File: src/rtl/spatial_channel_sequencer.sv
// spatial_channel_sequencer: takes one packed multi-channel sample, then walks
// the channels one per enabled cycle and drives the spatial accumulator strobes.
// After the last channel it holds HvValid_SO until the downstream stage accepts.
// Optional macro SEQ_SAMPLE_COUNT_EN adds a 16-bit count of completed samples.
module spatial_channel_sequencer #(
  parameter int NUM_CHANNELS  = 217,
  parameter int CHANNEL_WIDTH = 2,
  parameter int IDX_WIDTH     = 8
) (
  input  logic                                  Clk_CI,
  input  logic                                  Reset_RI,
  input  logic                                  SampleValid_SI,
  output logic                                  SampleReady_SO,
  input  logic [NUM_CHANNELS*CHANNEL_WIDTH-1:0] SampleIn_DI,
  input  logic                                  ItemReady_SI,
  output logic [IDX_WIDTH-1:0]                  ChannelIdx_DO,
  output logic [CHANNEL_WIDTH-1:0]              FeatureOut_DO,
  output logic                                  AccEnable_SO,
  output logic                                  FirstHypervector_SO,
  output logic                                  StoreSecond_SO,
  output logic                                  XorFinal_SO,
  output logic                                  HvValid_SO,
  input  logic                                  HvReady_SI,
`ifdef SEQ_SAMPLE_COUNT_EN
  output logic [15:0]                           SampleCount_DO,
`endif
  output logic                                  Busy_SO
);

  typedef enum logic [1:0] {IDLE, RUN, OUT} state_e;

  localparam int                   IDX_SPAN = 2 ** IDX_WIDTH;
  localparam logic [IDX_WIDTH-1:0] LAST_IDX = IDX_WIDTH'(NUM_CHANNELS - 1);

  state_e                                state_q, state_d;
  logic [IDX_WIDTH-1:0]                  idx_q, idx_d;
  logic [NUM_CHANNELS*CHANNEL_WIDTH-1:0] sample_q, sample_d;
  logic                                  accept;

  // Channel view of the latched sample, padded to the full index range so the
  // feature mux needs no range handling; padding entries are never selected.
  logic [CHANNEL_WIDTH-1:0] chan [IDX_SPAN];
  for (genvar c = 0; c < IDX_SPAN; c++) begin : g_chan
    if (c < NUM_CHANNELS) begin : g_real
      assign chan[c] = sample_q[c*CHANNEL_WIDTH +: CHANNEL_WIDTH];
    end else begin : g_pad
      assign chan[c] = '0;
    end
  end

  // State, index and sample registers with synchronous active-low reset
  always_ff @(posedge Clk_CI) begin
    if (!Reset_RI) begin
      state_q  <= IDLE;
      idx_q    <= '0;
      sample_q <= '0;
    end else begin
      state_q  <= state_d;
      idx_q    <= idx_d;
      sample_q <= sample_d;
    end
  end

  // Next state: accept a sample, step on enabled cycles, release on handshake
  always_comb begin
    state_d  = state_q;
    idx_d    = idx_q;
    sample_d = sample_q;
    unique case (state_q)
      IDLE: begin
        if (accept) begin
          state_d  = RUN;
          idx_d    = '0;
          sample_d = SampleIn_DI;
        end
      end
      RUN: begin
        if (AccEnable_SO) begin
          if (idx_q == LAST_IDX) state_d = OUT;
          else                   idx_d   = idx_q + 1'b1;
        end
      end
      OUT: begin
        if (HvReady_SI) begin
          if (accept) begin
            state_d  = RUN;
            idx_d    = '0;
            sample_d = SampleIn_DI;
          end else begin
            state_d  = IDLE;
          end
        end
      end
      default: state_d = IDLE;
    endcase
  end

  // Outputs: handshake, accumulator strobes and status decoded from state
  always_comb begin
    SampleReady_SO      = (state_q == IDLE) || ((state_q == OUT) && HvReady_SI);
    accept              = SampleValid_SI && SampleReady_SO;
    ChannelIdx_DO       = idx_q;
    FeatureOut_DO       = chan[idx_q];
    AccEnable_SO        = (state_q == RUN) && ItemReady_SI;
    FirstHypervector_SO = AccEnable_SO && (idx_q == '0);
    StoreSecond_SO      = AccEnable_SO && (idx_q == IDX_WIDTH'(1));
    XorFinal_SO         = AccEnable_SO && (idx_q == LAST_IDX);
    HvValid_SO          = (state_q == OUT);
    Busy_SO             = (state_q != IDLE);
  end

`ifdef SEQ_SAMPLE_COUNT_EN
  logic [15:0] cnt_q;

  // Count completed hypervector handshakes, wrapping naturally at 16 bits
  always_ff @(posedge Clk_CI) begin
    if (!Reset_RI)                     cnt_q <= '0;
    else if (HvValid_SO && HvReady_SI) cnt_q <= cnt_q + 16'd1;
  end

  assign SampleCount_DO = cnt_q;
`endif

endmodule

File: config.mk
export PLATFORM = sky130hd
export DESIGN_NAME = spatial_channel_sequencer
export DESIGN_NICKNAME = d
export VERILOG_FILES = /design/src/rtl/spatial_channel_sequencer.sv
export SDC_FILE = /design/constraint.sdc
export NUM_CORES = 1
export LEC_CHECK = 0
export ABC_CLOCK_PERIOD_IN_PS = 2400
export CAP_MARGIN = 20
export CORE_UTILIZATION = 46
export DETAILED_ROUTE_END_ITERATION = 12
export HOLD_SLACK_MARGIN = 0.06
export PLACE_DENSITY = 0.77
export SLEW_MARGIN = 20
export SYNTH_ARGS = -nofsm -noshare
export SYNTH_HDL_FRONTEND = slang
export SYNTH_SLANG_ARGS = --single-unit
File: constraint.sdc
create_clock -name Clk_CI -period 2.4 [get_ports Clk_CI]
set_input_delay 0.48 -clock Clk_CI [delete_from_list [all_inputs] [get_ports Clk_CI]]
set_output_delay 0.48 -clock Clk_CI [all_outputs]
set_load 0.005 [all_outputs]
# After elaboration in Yosys (flattened, before gate mapping)
# Cells that the tools add are included.
# W data, S select, Z words.
# classes
n_addsub	1
n_mul	0
div	0
n_lt_le_gt_ge	1
n_eq_ne	9
n_shift	0
muxes	17
bitwise	1
n_reduce_logical	15
# op_table
op	count
$mux W434	2
$pmux W434 S2	1
$mux W8	4
$pmux W8 S3	1
$bmux W2 S8	1
$mux W2	6
$ge A9 B9 Y1 const B	1
$not A8 Y9	1
$add A8 B1 Y8 const B	1
$eq A8 B1 Y1 const B	1
$eq A8 B8 Y1 const B	1
$logic_not A8 Y1	1
$reduce_and A4 Y1	2
$logic_and A1 B1 Y1	6
$ne A2 B2 Y1 const B	3
$pmux W2 S3	1
$ne A2 B1 Y1 const B	2
$reduce_bool A2 Y1	2
$reduce_bool A3 Y1	1
$eq A2 B1 Y1 const B	1
$eq A2 B2 Y1 const B	1
$logic_not A2 Y1	1
$reduce_and A2 Y1	1
$logic_or A1 B1 Y1	1
$mux W1	1
# totals
regBits	444
latchBits	0
ram_bits	0
mem_bits_ro	0
input_bits	439
output_inout_bits	17
wordCells	47
n_memories	0

# Depth between registers and ports, before layout
# Gate-level depths: netlist of the first run.
# logic_depth
word_depth	7
mapped_depth	11
depth_no_buf	7

# Least setup slack after synthesis of the first run
# OpenSTA, ideal clock, no wires.
# synth_timing
path_type	flip-flop to output port
start	reg idx_q[0] (netlist: ChannelIdx_DO[0])
end	out FeatureOut_DO[0]
arrival_ns	2.032
t_required_ns	1.920
slack_ns	-0.112
stages_incl_launch_ff	10
n_path_buf	4
path_cell_list	dfxtp_1 > buf_6 > buf_12 > buf_6 > buf_6 > mux4_2 > a22oi_1 > nand2_1 > a211oi_1 > nor4_1
# synth_via
elab_chain_len	4
# synth_rtl
item	line	source
start, declared	36	logic [IDX_WIDTH-1:0] idx_q, idx_d;
start signal, assigned	59	idx_q <= idx_d;
$not A8 Y9 (not written as such)	103	FeatureOut_DO = chan[idx_q];
$bmux W2 S8	103	
$mux W2 (not written as such) (2 in series)	103	
end, declared	17	output logic [CHANNEL_WIDTH-1:0] FeatureOut_DO,
# No other way between the ends. The select of a mux whose other input is x is not followed.

# Worst setup path in the final report of the first run
# Same ends and word-level chain as after synthesis.

==> run_results.csv, run 1 <==
group,metric,value,unit
run_status,status,"finished, violations left",
run_status,violations,"negative setup slack",
route,routed_wl,66.3,mm
logic_synthesis,synth_edf_count,0,
worst_hold_path,min_from,"Reset_RI",
logic_synthesis,synth_fp_nets,2701,
sta,slew_headroom,65.3,%
logic_synthesis,ys_types,53,
floorplanning,dieArea,44700,um^2
global_route,overflow,0,
final_layout,ff_latch_area,8900,um^2
sta,drv_slew,0,
setup_path,rrSetupSlack,70,ps
pwr,p_leak,10.4,nW
setup_path,worst-path-max-fanout,7,
route,drt-initial-drc-count,1299,
setup_path,r2r-start,"ChannelIdx_DO[0]$_SDFFE_PN0P_",
clocking,clkSinkCount,444,
setup_path,cp.required,1920,ps
final_layout,n_antenna_cell,0,
placement,postPlaceCellArea,26200,um^2
sta,fin_crit_sh,144,%
floorplanning,rows,76,
pwr,internal-power,13.6,mW
logic_synthesis,seq_area_frac_synth,44.1,%
logic_synthesis,synth_top_area_share,44.1,%
final_layout,multi_input_area,10500,um^2
pwr,worst_ir_drop_vdd,504,uV
sta,finalSetupViolCount,5,
placement,io_buffer_count,455,
global_route,grt_pass1_vias,18100,
logic_synthesis,synth_seq_cells,444,
worst_hold_path,whs_path_depth,2,
floorplanning,chipHeight,211,um
setup_path,critPathArrivalTime,2970,ps
clocking,root_buffer,"clkbuf_16",
final_layout,areaGrowthSynthToFinish,40.1,%
route,dr.pass1.iters,6,
pwr,combinationalPowerShare,13.9,%
route,wire_per_inst,19.7,um
pwr,seqPwrFrac,44.9,%
logic_synthesis,synthCells,2259,
sta,min_period,3450,ps
sta,holdWs,370,ps
route,met3_wirelength,4.52,mm
pwr,swShare,24.7,%
floorplanning,initial_core_util,46.7,%
clocking,hold_buffers,0,
route,dr_wl_met2,31.8,mm
pwr,pwr-share-clk,41.2,%
clocking,clk_pin_slew,60,ps
placement,hpwl,50.4,mm
final_layout,nets,3190,
setup_path,end_kind,"output pin",
sta,fmax,0.290,GHz
route,drc_errors,0,
floorplanning,die_w,211,um
clocking,cts_buffers,46,
pwr,power.density,638,nW/um^2
clocking,tritoncts,"done",
setup_path,worst-setup-path-type,"flop to output pin",
logic_synthesis,synthFlopType,"dfxtp_1",
global_route,grt_max_degree,101,
global_route,grt_usage,29.4,%
final_layout,layout_common_cells,"nand2_1, clkdlybuf4s50_1, dfxtp_1, a21boi_0, buf_4",
logic_synthesis,synth.largest_area_cell,"dfxtp_1",
final_layout,n_fill_cell,3441,
sta,rsz0062_at_grt,"true",
worst_hold_path,hold_end,"sample_q[260]$_SDFFE_PN0P_",
final_layout,layout_commonest_cell,"nand2_1",
route,wl_met1,27.3,mm
clocking,ctsLongestPathBuffers,3,
route,num_vias,18200,
sta,fin_ws,-1050,ps
flow_run,max-cap-violations,0,
floorplanning,core,43200,um^2
placement,pre_cts_ws,-1040,ps
logic_synthesis,synth.area.top_cells,"dfxtp_1, nand2_1, a21boi_0, mux4_2, clkbuf_1",
route,vias_per_cell,5.39,
setup_path,r2r-end,"ChannelIdx_DO[4]$_SDFFE_PN0P_",
clocking,htreeDepth,2,
sta,finalHoldViolCount,0,
worst_hold_path,hold_class,"input pin to flop",
final_layout,final_cell_area,28300,um^2
pwr,p_sw,4.45,mW
global_route,grt_antenna_before_repair,1,
floorplanning,num_io_pins,456,
placement,finalWeightedCongestion,0.961,
route,ant_nets,0,
setup_path,reg2regPathDepth,13,
sta,skew,16.1,ps
logic_synthesis,synth_area,20200,um^2
logic_synthesis,avgSynthCellArea,8.93,um^2
clocking,clock_latency,580,ps
setup_path,crit_path_start_kind,"flop",
pwr,power.total,18.0,mW
final_layout,fin_util,65.5,%
final_layout,drive_above_1_share,14.8,%
route,top_layer,"met5",
sta,worst_slew_pin_slew,520,ps
logic_synthesis,synth_warnings,0,
logic_synthesis,synthArstFlopShare,0,%
global_route,grt_pass1_wl,101,mm
[stage by stage]
step	setup TNS (ps)	instances
global route	-3220	3371
finish	-2720	3371
detailed placement	-3620	3265
global placement	-3310	3265
floorplan	-72.3	2259
CTS	-2770	3369
[routing by layer]
metal	track usage [%]	vias to the layer above
met3	5.00	150
met1	36.8	8661
met2	49.6	725
li1	-	8616
met4	13.1	2
met5	0	-
[flip-flops by register name, indices dropped and copies added, names as in the netlist]
| signal | cells |
|---|---|
| state_q | 2 |
| sample_q | 434 |
| ChannelIdx_DO | 8 |
[how the worst max path moves through the flow]
stage / cells after the start / from / to / slack (ps)
6_report: 10 / ChannelIdx_DO[0]$_SDFFE_PN0P_ / FeatureOut_DO[0] / -1050
5_1_grt: 10 / ChannelIdx_DO[0]$_SDFFE_PN0P_ / FeatureOut_DO[1] / -1140
4_1_cts: 10 / ChannelIdx_DO[0]$_SDFFE_PN0P_ / FeatureOut_DO[0] / -1030
3_5_place_dp: 9 / ChannelIdx_DO[0]$_SDFFE_PN0P_ / FeatureOut_DO[0] / -1040
3_3_place_gp: 10 / ChannelIdx_DO[0]$_SDFFE_PN0P_ / FeatureOut_DO[0] / -980
2_1_floorplan: 8 / ChannelIdx_DO[0]$_SDFFE_PN0P_ / FeatureOut_DO[0] / -40
[worst max-delay path, stage by stage, from the launching register on]
cell and delay, ps:
dfxtp_4 400, buf_12 130, buf_12 120, mux4_2 520, mux4_2 500, nor2_4 150
nor4_4 70, nor3_2 150, buf_4 150, nor4_2 40, buf_2 150
[area by class of cell]
cell class / instances / share of cell area [%]
well taps: 585 / 2.59
clock buffers: 60 / 4.73
inverters: 10 / 0.155
repair buffers: 628 / 23.0
flip-flops and latches: 444 / 31.5
clock inverters: 26 / 0.899
multi-input cells: 1618 / 37.2
[cells in the mapped netlist, types with 7 or more instances]
master	instances
nand2_1	889
dfxtp_1	444
a21boi_0	435
clkbuf_1	125
mux4_2	93
buf_2	35
mux2i_1	25
nor2_1	23
a22oi_1	15
a21oi_1	14
buf_6	11
mux4_1	10
nor2b_1	10
and2_1	9
buf_4	7
inv_1	7
mux2_2	7
[repair_timing]
action / CTS / global route
endpoints found under the setup margin: 18 / 12
endpoints found under the hold margin: 0 / 0
pin swaps: 11 / 4
setup buffers: 18 / 2
gates cloned: 0 / 0
gates resized for setup: 90 / 8
[power groups by stage]
stage	Clock, mW	Combinational [mW]	Sequential, mW
floorplan	0	1.17	8.13
global placement	0	2.39	8.23
detailed placement	0	2.44	8.25
CTS	7.49	2.50	8.09
global route	7.80	2.72	8.13
finish	7.43	2.51	8.10
[cell families after synthesis]
group                      count (synthesis)  share of synthesized area [%]
and+or+nand+nor                          963                           18.5
AOI/OAI and AO/OA                        511                           19.0
DFF                                      444                           44.1
buffers and inverters                    197                           4.69
muxes                                    135                           13.3
xor gates and xnor gates                   6                          0.261
adders and majority gates                  3                          0.186
Note: power is estimated with default switching activity, not from simulation.
==> run 2: changes to the inputs <==
--- a/config.mk
+++ b/config.mk
@@ -5,8 +5,8 @@
 export SDC_FILE = /design/constraint.sdc
 export NUM_CORES = 1
 export LEC_CHECK = 0
+export ABC_AREA = 1
 export ABC_CLOCK_PERIOD_IN_PS = 2400
-export CAP_MARGIN = 20
 export CORE_UTILIZATION = 46
 export DETAILED_ROUTE_END_ITERATION = 12
 export HOLD_SLACK_MARGIN = 0.06
==> run_results.csv, run 2 <==
group,metric,value,unit
pwr,power.total,20.7,mW
logic_synthesis,synth_area,20200,um^2
clocking,ctsLongestPathBuffers,3,
setup_path,r2r-start,"ChannelIdx_DO[0]$_SDFFE_PN0P_",
run_status,status,"finished, violations left",
route,num_vias,21900,
logic_synthesis,synth_top_area_share,43.9,%
final_layout,final_cell_area,28900,um^2
clocking,cts_buffers,47,
setup_path,reg2regPathDepth,16,
setup_path,crit_path_start_kind,"flop",
pwr,power.density,716,nW/um^2
global_route,grt_usage,30.9,%
setup_path,crit_family,"simple AND/OR/NAND/NOR gates",
logic_synthesis,synthFlopType,"dfxtp_1",
setup_path,worst-path-max-fanout,15,
setup_path,cpMostUsedCell,"nand2_1",
floorplanning,die_w,212,um
final_layout,largest_register_ffs,434,
placement,dp.cells,3945,
global_route,grt_pass1_vias,20700,
route,ant_nets,0,
floorplanning,core,43300,um^2
logic_synthesis,ys_top_cells_by_count,"nand2_1, dfxtp_1, o21ai_0, a21oi_1, inv_1",
setup_path,critPathArrivalTime,2650,ps
global_route,overflow,0,
route,drc_errors,0,
floorplanning,dieArea,44800,um^2
run_status,violations,"negative setup slack",
placement,io_buffer_count,455,
logic_synthesis,ys_types,33,
sta,worst_slew_pin_slew,563,ps
route,vias_per_cell,5.37,
sta,min_period,3130,ps
worst_hold_path,min_from,"Reset_RI",
placement,pre_cts_ws,-613,ps
final_layout,layout_common_cells,"nand2_1, clkdlybuf4s50_1, dfxtp_1, o21ai_0, a21oi_1",
worst_hold_path,whs_path_depth,2,
final_layout,areaGrowthSynthToFinish,42.7,%
sta,fin_crit_sh,130,%
final_layout,multi_input_area,9080,um^2
logic_synthesis,synth_fp_nets,3405,
final_layout,nets,3889,
clocking,htreeDepth,2,
final_layout,top_register,"sample_q",
setup_path,cpMaxStageDelayCell,"dfxtp_4",
final_layout,n_fill_cell,3521,
pwr,p_leak,12.6,nW
clocking,hold_buffers,0,
floorplanning,initial_core_util,46.7,%
logic_synthesis,synth.largest_area_cell,"dfxtp_1",
placement,hpwl,48.3,mm
setup_path,rrSetupSlack,60,ps
sta,finalHoldViolCount,0,
clocking,clock_latency,580,ps
worst_hold_path,hold_class,"input pin to flop",
clocking,clk_pin_slew,60,ps
setup_path,crit_path_start,"ChannelIdx_DO[0]$_SDFFE_PN0P_",
floorplanning,rows,76,
route,routed_wl,71.5,mm
logic_synthesis,synth_edf_count,0,
clocking,root_buffer,"clkbuf_16",
route,drt-initial-drc-count,2402,
sta,rsz0062_at_grt,"true",
logic_synthesis,synth.area.top_cells,"dfxtp_1, o21ai_0, nand2_1, a21oi_1, inv_1",
sta,finalSetupTns,-1730,ps
global_route,grt_antenna_before_repair,10,
sta,skew,13.2,ps
setup_path,crit_chain,"buf_12 > buf_12 > buf_16 > buf_12 > nand2_1 > nand3_1 > nand2_1 > nand2_1 > nand2_1 > nor2_2 > nor2_1 > nor2_2 > nand3_1 > nand2_2 > nand3_4 > buf_6",
clocking,clkSinkCount,444,
pwr,worst_ir_drop_vdd,620,uV
sta,drv_slew,0,
final_layout,ff_latch_area,8900,um^2
final_layout,layout_commonest_cell,"nand2_1",
logic_synthesis,synthCells,2963,
floorplanning,num_io_pins,456,
sta,slew_headroom,62.4,%
sta,finalSetupViolCount,5,
logic_synthesis,synth.most_common_cell,"nand2_1",
setup_path,cp.required,1920,ps
route,wire_per_inst,17.5,um
logic_synthesis,synth_seq_cells,444,
final_layout,drive_above_1_share,10.1,%
worst_hold_path,hold_end,"state_q[1]$_SDFFE_PN0P_",
clocking,tritoncts,"done",
setup_path,end_kind,"output pin",
floorplanning,chipHeight,212,um
setup_path,r2r-end,"ChannelIdx_DO[6]$_SDFFE_PN0P_",
logic_synthesis,synth_warnings,0,
flow_run,max-cap-violations,0,
final_layout,layout.cells.non_filler,4076,
sta,fin_ws,-726,ps
logic_synthesis,avgSynthCellArea,6.83,um^2
logic_synthesis,synthArstFlopShare,0,%
route,dr.pass1.iters,7,
setup_path,max_stage_delay,370,ps
placement,postPlaceCellArea,26200,um^2
placement,finalWeightedCongestion,0.894,
global_route,grt_max_degree,119,
setup_path,worst-setup-path-type,"flop to output pin",
sta,fmax,0.320,GHz
logic_synthesis,seq_area_frac_synth,43.9,%
setup_path,crit_buf_inv,5,
global_route,grt_pass1_wl,109,mm
run 2: cell count changes in the layout (fill, tap and decap cells not counted), moves of 51 or more:
cell / previous run / this run
a21boi_0: 435 / 0
o21ai_0: 6 / 440
inv_1: 5 / 337
a21oi_1: 12 / 338
nand2_1: 888 / 565
nor2_1: 18 / 302
nand3_1: 6 / 131
mux4_2: 101 / 0
o211ai_1: 6 / 59
o21ai_1: 0 / 51
run 2: worst reg2reg max path: cells and delay by family, from the launching register on:
family          cells  cell delay (ps)
simple gates        5              480
compound gates      3              400
buf+inv             7              850
fa+ha+maj           1              160
flops               1              370
run 2: cells by family after synthesis:
kind of cell    count (synthesis)  share of synthesized area, %
fa+ha+maj                       3                         0.186
simple gates                 1048                          20.6
xor+xnor                        1                        0.0433
compound gates                898                          23.1
flops                         444                          43.9
buf+inv                       569                          12.2
run 2: routing by layer:
layer	global-route usage [%]	share of wire (%)	vias to the layer above
met2	50.6	47	1021
met5	0	0.052	-
met3	3.90	7.4	192
met4	15.4	4.4	6
li1	-	-	10500
met1	39.9	42	10100
run 2: cell type report:
| type | instances | area share, % |
|---|---|---|
| repair inverters | 1 | 0.0563 |
| inverters | 343 | 4.57 |
| clock buffers | 71 | 5.06 |
| multi-input cells | 1950 | 31.5 |
| repair buffers | 660 | 24.5 |
| clock inverters | 15 | 0.876 |
| flip-flops and latches | 444 | 30.8 |
| well taps | 585 | 2.54 |
| diodes | 7 | 0.0607 |
run 2: how the worst max path moves through the flow:
stage / depth (start not counted) / to
after floorplan: 15 / ChannelIdx_DO[7]$_SDFFE_PN0P_
final: 16 / FeatureOut_DO[1]
after CTS: 15 / FeatureOut_DO[1]
after global routing: 16 / FeatureOut_DO[1]
after detailed placement: 14 / FeatureOut_DO[0]
after global placement: 14 / FeatureOut_DO[0]
run 2: repair_timing:
item	4_1_cts	5_1_grt
endpoints found under the setup margin	9	8
gates cloned	13	2
pin swaps	27	28
gates resized for setup	95	28
buffers inserted	21	4
run 2: report_power, final:
group	switching (mW)	total [mW]	internal [mW]
Clock	3.03	7.97	4.94
Sequential	0.219	8.22	8.00
Combinational	2.39	4.49	2.09
run 2: stage by stage:
step                      hold slack [ps]  util, %
after floorplan                       429        -
after global placement                437     60.5
after detailed placement              441     60.5
after CTS                             212     66.3
after global routing                  250     66.7
final                                 252     66.7
==> run 3: changes to the inputs <==
--- a/config.mk
+++ b/config.mk
@@ -10,6 +10,7 @@
 export CORE_UTILIZATION = 46
 export DETAILED_ROUTE_END_ITERATION = 12
 export HOLD_SLACK_MARGIN = 0.06
+export MAX_ROUTING_LAYER = met4
 export PLACE_DENSITY = 0.77
 export SLEW_MARGIN = 20
 export SYNTH_ARGS = -nofsm -noshare
==> run_results.csv, run 3 (synthesis gave the netlist of run 2 again) <==
group,metric,value,unit
route,wire_per_inst,17.6,um
clocking,hold_buffers,0,
pwr,worst_ir_drop_vdd,587,uV
floorplanning,dieArea,44800,um^2
setup_path,cpMaxStageDelayCell,"dfxtp_4",
clocking,cts_buffers,47,
worst_hold_path,hold_class,"input pin to flop",
global_route,grt_pass1_vias,21200,
placement,pre_cts_ws,-635,ps
final_layout,areaGrowthSynthToFinish,41.7,%
floorplanning,die_w,212,um
final_layout,layout_commonest_cell,"nand2_1",
clocking,ctsLongestPathBuffers,3,
final_layout,layout.cells.non_filler,4072,
clocking,clock_latency,580,ps
global_route,overflow,0,
final_layout,largest_register_ffs,434,
sta,rsz0062_at_grt,"true",
sta,fmax,0.324,GHz
sta,skew,13.2,ps
setup_path,worst-path-max-fanout,8,
clocking,clk_pin_slew,60,ps
sta,fin_ws,-682,ps
pwr,power.total,20.2,mW
route,drc_errors,0,
final_layout,nets,3890,
sta,slew_headroom,63.6,%
pwr,power.density,705,nW/um^2
placement,finalWeightedCongestion,0.902,
worst_hold_path,min_from,"Reset_RI",
setup_path,cp.required,1920,ps
final_layout,drive_above_1_share,10.0,%
clocking,tritoncts,"done",
flow_run,max-cap-violations,0,
sta,min_period,3080,ps
sta,drv_slew,0,
setup_path,r2r-start,"ChannelIdx_DO[0]$_SDFFE_PN0P_",
floorplanning,rows,76,
floorplanning,core,43300,um^2
run_status,violations,"negative setup slack",
floorplanning,num_io_pins,456,
route,drt-initial-drc-count,2297,
global_route,grt_antenna_before_repair,7,
clocking,clkSinkCount,444,
final_layout,top_register,"sample_q",
placement,io_buffer_count,455,
setup_path,crit_chain,"buf_12 > buf_12 > buf_8 > buf_4 > nand2_1 > o211ai_1 > nand2_1 > nand2_1 > nand2_1 > nor2_1 > nor2_1 > nor2_4 > nand2_2 > nand2_2 > nand3_4 > buf_2",
route,routed_wl,71.6,mm
global_route,grt_pass1_wl,110,mm
pwr,p_leak,12.5,nW
setup_path,worst-setup-path-type,"flop to output pin",
run_status,status,"finished, violations left",
placement,dp.cells,3948,
sta,fin_crit_sh,128,%
final_layout,layout_common_cells,"nand2_1, clkdlybuf4s50_1, o21ai_0, dfxtp_1, a21oi_1",
route,vias_per_cell,5.36,
setup_path,crit_path_start,"ChannelIdx_DO[0]$_SDFFE_PN0P_",
sta,finalHoldViolCount,0,
route,dr.pass1.iters,6,
setup_path,critPathArrivalTime,2600,ps
setup_path,cpMostUsedCell,"nand2_1",
global_route,grt_usage,31.9,%
setup_path,crit_buf_inv,5,
setup_path,max_stage_delay,460,ps
sta,finalSetupViolCount,5,
route,ant_nets,0,
setup_path,end_kind,"output pin",
sta,worst_slew_pin_slew,547,ps
clocking,root_buffer,"clkbuf_16",
clocking,htreeDepth,2,
route,num_vias,21800,
placement,hpwl,48.4,mm
setup_path,crit_family,"simple AND/OR/NAND/NOR gates",
floorplanning,initial_core_util,46.7,%
floorplanning,chipHeight,212,um
setup_path,crit_path_start_kind,"flop",
global_route,grt_max_degree,119,
[run 3: cell types whose count changed in the layout (fill, tap and decap cells not counted), sizes merged]
cell	change
clkbuf	-5
clkinv	+2
bufbuf	-2
bufinv	-3
buf	+4
[run 3: final cells by class]
type | instances | area (um^2)
multi-input cells | 1950 | 9060
flip-flops and latches | 444 | 8900
clock inverters | 15 | 178
clock buffers | 66 | 1420
repair buffers | 662 | 7040
diodes | 7 | 17.5
well taps | 585 | 732
inverters | 343 | 1310
fillers | 3591 | 14600
[run 3: worst paths after layout]
path | endpoint | slack [ps] | depth (start not counted)
worst min register to register | sample_q[413]$_SDFFE_PN0P_ | 450 | 2
worst max-delay path | FeatureOut_DO[1] | -680 | 16
worst max register to register | ChannelIdx_DO[4]$_SDFFE_PN0P_ | 60 | 14
worst min-delay path | state_q[1]$_SDFFE_PN0P_ | 260 | 2
[run 3: what timing repair did]
action,4_1_cts,5_1_grt
setup endpoints to repair,8,8
resized for setup,92,26
setup buffers,17,9
gates cloned,11,2
pin swaps,27,33
[run 3: power by group]
group / total [mW] / switching [mW] / internal (mW)
Clock: 7.54 / 3.01 / 4.53
Sequential: 8.23 / 0.230 / 8.00
Combinational: 4.44 / 2.38 / 2.06
Total: 20.2 / 5.62 / 14.6
[run 3: routing by layer]
metal | share of wire, % | vias up | GRT usage [%]
met5 | 0 | - | -
met4 | 3.7 | 0 | 13.0
met3 | 7.1 | 157 | 4.21
met2 | 48 | 994 | 52.7
met1 | 42 | 10100 | 39.3
li1 | - | 10500 | -
[run 3: through the flow]
step | area, um^2 | hold slack [ps] | utilization [%] | TNS (ps)
6_report | 28700 | 262 | 66.3 | -1600
5_1_grt | 28700 | 258 | 66.3 | -2140
4_1_cts | 28500 | 227 | 65.9 | -1690
3_5_place_dp | 26200 | 443 | 60.5 | -1720
3_3_place_gp | 26200 | 437 | 60.5 | -1700
2_1_floorplan | 20200 | 429 | - | 0
[run 3: worst register-to-register path, stage by stage (launching register included)]
cell	delay [ps]
dfxtp_4	460
inv_8	90
buf_8	150
buf_12	120
buf_16	130
ha_4	150
inv_2	70
nor2_1	50
nand3_1	90
buf_4	120
nand2_2	60
a21boi_4	250
nand2_2	130
o21ai_0	220
a21oi_1	110
